==> src/rtl/pipelined_segment_adder.sv <==
// Segmented, pipelined WIDTH-bit adder: one SEG-bit slice per stage,
// carry registered between stages. Optional subtract mode: ADD_SUB_MODE_EN.
module pipelined_segment_adder #(
   parameter int WIDTH = 32,
   parameter int SEG   = 8
) (
   input  logic             clk,
   input  logic             rst_n,
   input  logic             in_valid,
   output logic             in_ready,
   input  logic [WIDTH-1:0] A,
   input  logic [WIDTH-1:0] B,
   input  logic             Cin,
`ifdef ADD_SUB_MODE_EN
   input  logic             sub,
`endif
   output logic             out_valid,
   input  logic             out_ready,
   output logic [WIDTH-1:0] S,
   output logic             Cout
);

   localparam bit CFG_OK = (SEG >= 1) && (SEG <= WIDTH);
   localparam int SEG_D  = CFG_OK ? SEG : 1;
   localparam int STAGES = CFG_OK ? (WIDTH / SEG_D) : 1;

   generate
      if (!CFG_OK || ((WIDTH % SEG_D) != 0)) begin : g_bad_cfg
         $error("pipelined_segment_adder: WIDTH must be a multiple of SEG, SEG in 1..WIDTH");
      end
   endgenerate

   // Per-stage state: valid, remaining operands, partial sum, carry
   logic [STAGES-1:0] v;
   logic [WIDTH-1:0]  a_q [STAGES];
   logic [WIDTH-1:0]  b_q [STAGES];
   logic [WIDTH-1:0]  s_q [STAGES];
   logic [STAGES-1:0] c_q;

   // Stage inputs and next-state values
   logic [WIDTH-1:0]  a_in [STAGES];
   logic [WIDTH-1:0]  b_in [STAGES];
   logic [WIDTH-1:0]  s_in [STAGES];
   logic [WIDTH-1:0]  s_nx [STAGES];
   logic [STAGES-1:0] c_in;
   logic [STAGES-1:0] c_nx;
   logic [STAGES-1:0] v_in;
   logic [STAGES-1:0] rdy;
   logic [SEG_D:0]    t;
   logic              acc;

   // Subtract folds into the entry: invert B and the carry once,
   // so later stages only ever see a plain add.
   logic [WIDTH-1:0] b0;
   logic             c0;
`ifdef ADD_SUB_MODE_EN
   assign b0 = sub ? ~B : B;
   assign c0 = sub ? ~Cin : Cin;
`else
   assign b0 = B;
   assign c0 = Cin;
`endif

   // Bubble-collapsing ready: a stage can load if it, or any stage
   // downstream of it, is empty, or the consumer is taking the result.
   always_comb begin
      acc = out_ready;
      rdy = '0;
      for (int k = STAGES - 1; k >= 0; k--) begin
         acc    = acc | ~v[k];
         rdy[k] = acc;
      end
   end

   // Route each stage's inputs from its upstream neighbour
   always_comb begin
      a_in[0] = A;
      b_in[0] = b0;
      c_in[0] = c0;
      s_in[0] = '0;
      v_in[0] = in_valid;
      for (int k = 1; k < STAGES; k++) begin
         a_in[k] = a_q[k-1];
         b_in[k] = b_q[k-1];
         c_in[k] = c_q[k-1];
         s_in[k] = s_q[k-1];
         v_in[k] = v[k-1];
      end
   end

   // Add this stage's segment and splice it into the partial sum
   always_comb begin
      t    = '0;
      c_nx = '0;
      for (int k = 0; k < STAGES; k++) begin
         t = {1'b0, a_in[k][k*SEG_D +: SEG_D]}
           + {1'b0, b_in[k][k*SEG_D +: SEG_D]}
           + {{SEG_D{1'b0}}, c_in[k]};
         s_nx[k]                  = s_in[k];
         s_nx[k][k*SEG_D +: SEG_D] = t[SEG_D-1:0];
         c_nx[k]                  = t[SEG_D];
      end
   end

   // Stage registers: valid follows upstream when ready, data only on valid
   always_ff @(posedge clk) begin
      if (!rst_n) begin
         v   <= '0;
         c_q <= '0;
         for (int k = 0; k < STAGES; k++) begin
            a_q[k] <= '0;
            b_q[k] <= '0;
            s_q[k] <= '0;
         end
      end else begin
         for (int k = 0; k < STAGES; k++) begin
            if (rdy[k]) begin
               v[k] <= v_in[k];
               if (v_in[k]) begin
                  a_q[k] <= a_in[k];
                  b_q[k] <= b_in[k];
                  s_q[k] <= s_nx[k];
                  c_q[k] <= c_nx[k];
               end
            end
         end
      end
   end

   assign in_ready  = rdy[0];
   assign out_valid = v[STAGES-1];
   assign S         = s_q[STAGES-1];
   assign Cout      = c_q[STAGES-1];

endmodule

==> config.mk <==
export PLATFORM = sky130hd
export DESIGN_NAME = pipelined_segment_adder
export DESIGN_NICKNAME = d
export VERILOG_FILES = /design/src/rtl/pipelined_segment_adder.sv
export SDC_FILE = /design/constraint.sdc
export NUM_CORES = 1
export LEC_CHECK = 0
export BUFFER_PORTS_ARGS = -buffer_cell sky130_fd_sc_hd__buf_2
export CAP_MARGIN = 25
export CORE_AREA = 2 2 121 123
export CTS_CLUSTER_DIAMETER = 60
export DETAILED_ROUTE_END_ITERATION = 8
export DIE_AREA = 0 0 123 125
export GPL_TIMING_DRIVEN = 0
export PLACE_DENSITY = 0.81
export SETUP_SLACK_MARGIN = 0.2
export SYNTH_ARGS = -nofsm -noshare
export SYNTH_HDL_FRONTEND = slang
export SYNTH_SLANG_ARGS = --single-unit
==> constraint.sdc <==
create_clock -name clk -period 12.75 [get_ports clk]
set_clock_uncertainty 0.15 [all_clocks]
set_input_delay 0.6375 -clock clk [delete_from_list [all_inputs] [get_ports clk]]
set_output_delay 0.6375 -clock clk [all_outputs]
set_load 0.005 [all_outputs]
==> impl_metrics.json, run 1 <==
{
  "coreArea_um2": 14200,
  "overflow": 0,
  "p_comb_share_pct": 8.4,
  "die_h_um": 125,
  "fin_crit_sh_pct": 20.9,
  "path_cells": "buf_2 > fa_1 > fa_1 > a211oi_1 > o21ai_0 > a2111oi_0 > nor2_1",
  "grtUsageTotal_pct": 18.2,
  "antenna_found_initial": 0,
  "grt_pass1_wl_mm": 21.2,
  "pwr-share-clk_pct": 37.9,
  "leakagePower_uw": 0.00408,
  "slew_headroom_pct": 44.2,
  "cts_max_level": 4,
  "async_flop_share_pct": 0,
  "dp_hpwl_mm": 9.52,
  "p_seq_share_pct": 53.7,
  "numCtsBuffers": 17,
  "syn_inst": 563,
  "area_delta_synth_final_pct": 17.2,
  "io_pins": 104,
  "startpoint_type": "input pin",
  "fill_cells": 992,
  "cts_resized": 0,
  "drcViolationCount": 0,
  "first_pass_iters": 6,
  "worstSetupPathType": "in2reg",
  "syn_avg_cell_area_um2": 14.7,
  "clockRootBuffer": "clkbuf_16",
  "die-area_um2": 15400,
  "max_freq_ghz": 0.376,
  "dieWidth_um": 123,
  "power_density_nw_per_um2": 137,
  "cp-end-kind": "flop",
  "clock_sinks": 184,
  "multi_input_area_um2": 2670,
  "cp.required_ps": 12900,
  "cpPeakStageDelay_ps": 450,
  "synth_edf_count": 176,
  "crit_buf_inv": 1,
  "path_clk_slew_ps": 60,
  "max_cap_viol_count": 0,
  "critical_path.top_delay_family": "compound AO/OA/AOI/OAI gates",
  "grt_max_degree": 39,
  "synth_common_cells": "176 x edfxtp_1, 83 x and2_1, 70 x and2_4",
  "ant_nets": 0,
  "cts_tree": "yes",
  "routed_wl_mm": 13.0,
  "seq_area_um2": 5450,
  "p_int_uw": 1040,
  "antennaDiodeCount": 0,
  "critical_path.most_common_cell": "fa_1",
  "use_met2_pct": 30.3,
  "critical_path_arrival_ps": 2810,
  "initial_core_util_pct": 58.4,
  "path_max_fanout": 3,
  "postCtsSetupBuffers": 0,
  "yosysMostFrequentCell": "edfxtp_1",
  "tns_ps": 0,
  "cts_buffer_depth": 2,
  "fin_nets": 794,
  "syn_nets": 668,
  "grtUsageMet3_pct": 4.88,
  "outcome": "finished, final reports clean",
  "rsz0062_at_grt": "no",
  "vdd_drop_max_mv": 0.0712,
  "synth_top_area_share_pct": 63.7,
  "yosysWarnings": 0,
  "port_buffers": 103,
  "setup_violations": 0,
  "switching_share_pct": 21.6,
  "netSwitchingPower_uw": 287,
  "min_path_type": "in2reg",
  "yosysSeqAreaShare_pct": 65.7,
  "via_per_inst": 5.10,
  "cp_slowest_cell": "fa_1",
  "grt_busiest_layer": "met2",
  "gr-usage-met1_pct": 22.4,
  "postCtsHoldBufs": 0,
  "slew_violations": 0,
  "grt_pass1_vias": 4482,
  "dr.first_iter.drc_count": 281,
  "wl_per_cell_um": 14.6,
  "utilization_pct": 68.5,
  "vias": 4523,
  "drive_gt1_share_pct": 32.8,
  "gp_congestion": 0.874,
  "rows": 44,
  "yosys-top-cells-area": "edfxtp_1 64%, and2_4 7.4%, and2_1 6.3%",
  "clkLatencyLatePin_ps": 430,
  "ys.flop_type": "edfxtp_1",
  "synth_top_area_cell": "edfxtp_1",
  "period_minus_slack_ps": 2660,
  "worst_slew_pin_slew_ps": 834,
  "ys_ff_latch": 184,
  "synth_cell_type_count": 41,
  "syn-cell-area_um2": 8290,
  "finalHoldViolations": 0
}
-- sequential cells by signal (all words and copies together), names as in the netlist --
register	cells
c_q	4
a_q	48
s_q	80
b_q	48
v	4
-- per-stage QoR --
step	setup WS, ps	area, um2	total power (uW)	instances	hold WS [ps]
2_1_floorplan	7830	8290	796	563	347
3_3_place_gp	6580	9040	828	850	350
3_5_place_dp	9760	9160	837	854	358
4_1_cts	10100	9720	1330	886	317
5_1_grt	9850	9720	1370	886	322
6_report	10090	9720	1330	886	330
-- cell families (layout without fill, tap and decap cells) --
kind of cell | after synthesis | in the layout | share of synthesized area (%)
AOI/OAI and AO/OA | 70 | 70 | 5.88
xor gates and xnor gates | 12 | 12 | 1.27
muxes | 5 | 5 | 0.603
buffers and inverters | 31 | 170 | 2.34
and+or+nand+nor | 225 | 225 | 18.1
adders and majority gates | 36 | 36 | 6.15
DFF | 184 | 184 | 65.7
-- worst register-to-register path: stages (launching register included) --
cell and delay, ps:
edfxtp_1 390, fa_1 440, fa_1 450, a211oi_1 330, o21ai_0 180, a21oi_1 240, mux2i_1 270
-- layer usage --
layer	wire length [um]	up-vias
li1	-	2273
met1	5520	2114
met2	6590	114
met3	635	22
met4	231	0
met5	0	-
-- power groups by stage --
stage	clock network, uW	logic [uW]	registers, uW
5_1_grt	530	125	717
2_1_floorplan	0	71.1	725
4_1_cts	508	113	714
3_5_place_dp	0	111	726
6_report	504	112	713
3_3_place_gp	0	101	727
-- placed cells by master (no fill, tap or decap), types with 2 or more instances in the layout --
| master | Yosys | layout |
|---|---|---|
| a211o_1 | 2 | 2 |
| a211oi_1 | 9 | 9 |
| a21boi_0 | 3 | 3 |
| a21o_1 | 6 | 6 |
| a21oi_1 | 13 | 13 |
| and2_1 | 83 | 83 |
| and2_4 | 70 | 70 |
| and3_1 | 4 | 4 |
| buf_16 | 0 | 3 |
| buf_2 | 2 | 105 |
| buf_6 | 9 | 9 |
| bufinv_16 | 0 | 2 |
| clkbuf_1 | 3 | 6 |
| clkbuf_16 | 0 | 17 |
| clkbuf_2 | 6 | 6 |
| clkinv_2 | 0 | 4 |
| clkinv_4 | 0 | 4 |
| dfxtp_1 | 8 | 8 |
| edfxtp_1 | 176 | 176 |
| fa_1 | 8 | 8 |
| ha_1 | 28 | 28 |
| inv_1 | 11 | 11 |
| mux2i_1 | 5 | 5 |
| nand2_1 | 18 | 17 |
| nand2b_1 | 8 | 8 |
| nand3_1 | 12 | 12 |
| nor2_1 | 20 | 20 |
| nor3_1 | 5 | 5 |
| o2111ai_1 | 7 | 7 |
| o21a_1 | 3 | 3 |
| o21ai_0 | 12 | 11 |
| o21bai_1 | 4 | 4 |
| o311ai_0 | 2 | 2 |
| o31ai_1 | 3 | 3 |
| xnor2_1 | 12 | 12 |
-- final cells by class --
class / instances / share of cell area (%)
multi-input combinational: 348 / 27.4
timing repair buffer: 107 / 6.36
inverter: 11 / 0.425
tap: 184 / 2.37
sequential: 184 / 56.0
clock inverter: 12 / 1.35
clock buffer: 20 / 4.49
buffer: 20 / 1.57
-- worst paths after layout --
kind / start / endpoint / slack (ps) / cells past startpoint
worst max-delay path: A[0] / c_q[0] / 10090 / 7
worst min-delay path: A[15] / a_q[0][15] / 330 / 2
worst max register to register: a_q[0][8] / s_q[1][14] / 10140 / 6
worst min register to register: a_q[0][63] / a_q[0][95] / 370 / 1
(Power assumes the default switching activity.)
==> run 2: changes to the inputs <==
Settings changed: CORE_AREA 2 2 121 123 to 2 2 130 132, DIE_AREA 0 0 123 125 to 0 0 132 134, PLACE_DENSITY 0.81 to 0.74.
Clock period 12.75 ns to 2.35 ns, I/O delays scaled along.
==> impl_metrics.json, run 2 (synthesis results as in run 1) <==
{
  "overflow": 0,
  "max_cap_viol_count": 0,
  "dr.first_iter.drc_count": 299,
  "critical_path_arrival_ps": 2380,
  "first_pass_iters": 5,
  "postPlaceCellArea_um2": 9210,
  "instances_no_fill": 985,
  "max_freq_ghz": 0.425,
  "reg_top3": "s_q x80, a_q x48, b_q x48",
  "setup_violations": 1,
  "violations": "setup timing",
  "gp_congestion": 0.891,
  "layout_commonest_cell": "edfxtp_1",
  "slew_headroom_pct": 50.8,
  "cp.required_ps": 2380,
  "die_h_um": 134,
  "grt_pass1_vias": 4799,
  "clock_sinks": 184,
  "grt_max_degree": 34,
  "largest_register_ffs": 80,
  "cts_tree": "yes",
  "power_density_nw_per_um2": 701,
  "via_per_inst": 4.90,
  "rsz0062_at_grt": "yes",
  "grt_pass1_wl_mm": 22.9,
  "coreArea_um2": 16300,
  "ant_nets": 0,
  "vias": 4828,
  "fin_nets": 857,
  "clockRootBuffer": "clkbuf_16",
  "path_clk_slew_ps": 70,
  "seq_area_um2": 5450,
  "io_pins": 104,
  "fill_cells": 1196,
  "drcViolationCount": 0,
  "finalHoldViolations": 0,
  "clkLatencyLatePin_ps": 420,
  "stdcell_area_um2": 10500,
  "worst_slew_pin_slew_ps": 739,
  "vdd_drop_max_mv": 0.579,
  "finalWorstSetupSlack_ps": -5.55,
  "multi_input_area_um2": 2830,
  "dieWidth_um": 132,
  "antenna_found_initial": 0,
  "area_delta_synth_final_pct": 26.9,
  "period_minus_slack_ps": 2360,
  "final_cell_mix": "176 x edfxtp_1, 105 x buf_2, 83 x and2_1",
  "rows": 47,
  "cts_max_level": 4,
  "drive_gt1_share_pct": 35.3,
  "outcome": "complete, but fails checks",
  "numCtsBuffers": 17,
  "die-area_um2": 17700,
  "wl_per_cell_um": 14.1,
  "cts_buffer_depth": 2,
  "fin_crit_sh_pct": 100,
  "regMostFlops": "s_q",
  "dpl.cell_count": 889,
  "port_buffers": 103,
  "path_max_fanout": 3,
  "slew_violations": 0,
  "grtUsageTotal_pct": 16.4,
  "preCtsSetupSlack_ps": -42.9,
  "antennaDiodeCount": 0,
  "min_path_type": "in2reg",
  "holdWs_ps": 9.08,
  "initial_core_util_pct": 50.9,
  "cp-end-kind": "flop",
  "dp_hpwl_mm": 9.68,
  "startpoint_type": "flop",
  "routed_wl_mm": 13.9,
  "leakagePower_uw": 0.00436,
  "worstSetupPathType": "reg2reg"
}
[run 2: worst paths after layout]
check	from	end	slack (ps)	cells past startpoint
setup / recovery	a_q[0][48]	s_q[2][22]	-6	6
setup reg to reg	a_q[0][48]	s_q[2][22]	-6	6
hold / removal	B[6]	c_q[0]	9	4
hold reg to reg	s_q[2][13]	s_q[3][13]	370	1
[run 2: cell type report]
type,count,share of cell area (%)
clock inverters,13,1.40
flip-flops and latches,184,51.7
multi-input cells,349,26.9
inverters,11,0.392
repair buffers,169,11.4
well taps,220,2.62
clock buffers,19,4.11
plain buffers,20,1.45
[run 2: what timing repair did]
item                                   4_1_cts  5_1_grt
pin swaps                                   14       16
setup endpoints to repair                   85       46
gates cloned                                 1        0
hold buffers                                52        0
gates resized for setup                      9       20
endpoints found under the hold margin       54        0
setup buffers                                6        5
[run 2: critical path, stage by stage (launching register included)]
cell and delay, ps:
edfxtp_1 390, fa_2 400, fa_2 390, a211oi_4 250, o21ai_1 100, a211o_1 280
and3_1 150
[run 2: per-stage QoR]
step           total power, uW  utilization [%]  TNS, ps
3_5_place_dp              4550             56.6    -1920
2_1_floorplan             4320                -        0
4_1_cts                   7370             63.8        0
5_1_grt                   7650             64.6    -75.7
6_report                  7380             64.6    -5.55
3_3_place_gp              4500             56.1   -16230
[run 2: layer usage]
metal	vias up	GRT usage, %	wire [um]
li1	2410	-	-
met1	2249	20.1	5910
met2	144	27.6	6950
met3	25	4.72	725
met4	0	6.82	276
met5	-	0	0
[run 2: where the power goes]
part	leakage [uW]	switching, uW	internal, uW	total, uW
Clock	0.000276	1190	1580	2770
Combinational	0.00214	372	372	744
Sequential	0.00194	65.8	3800	3870
Total	0.00436	1630	5750	7380
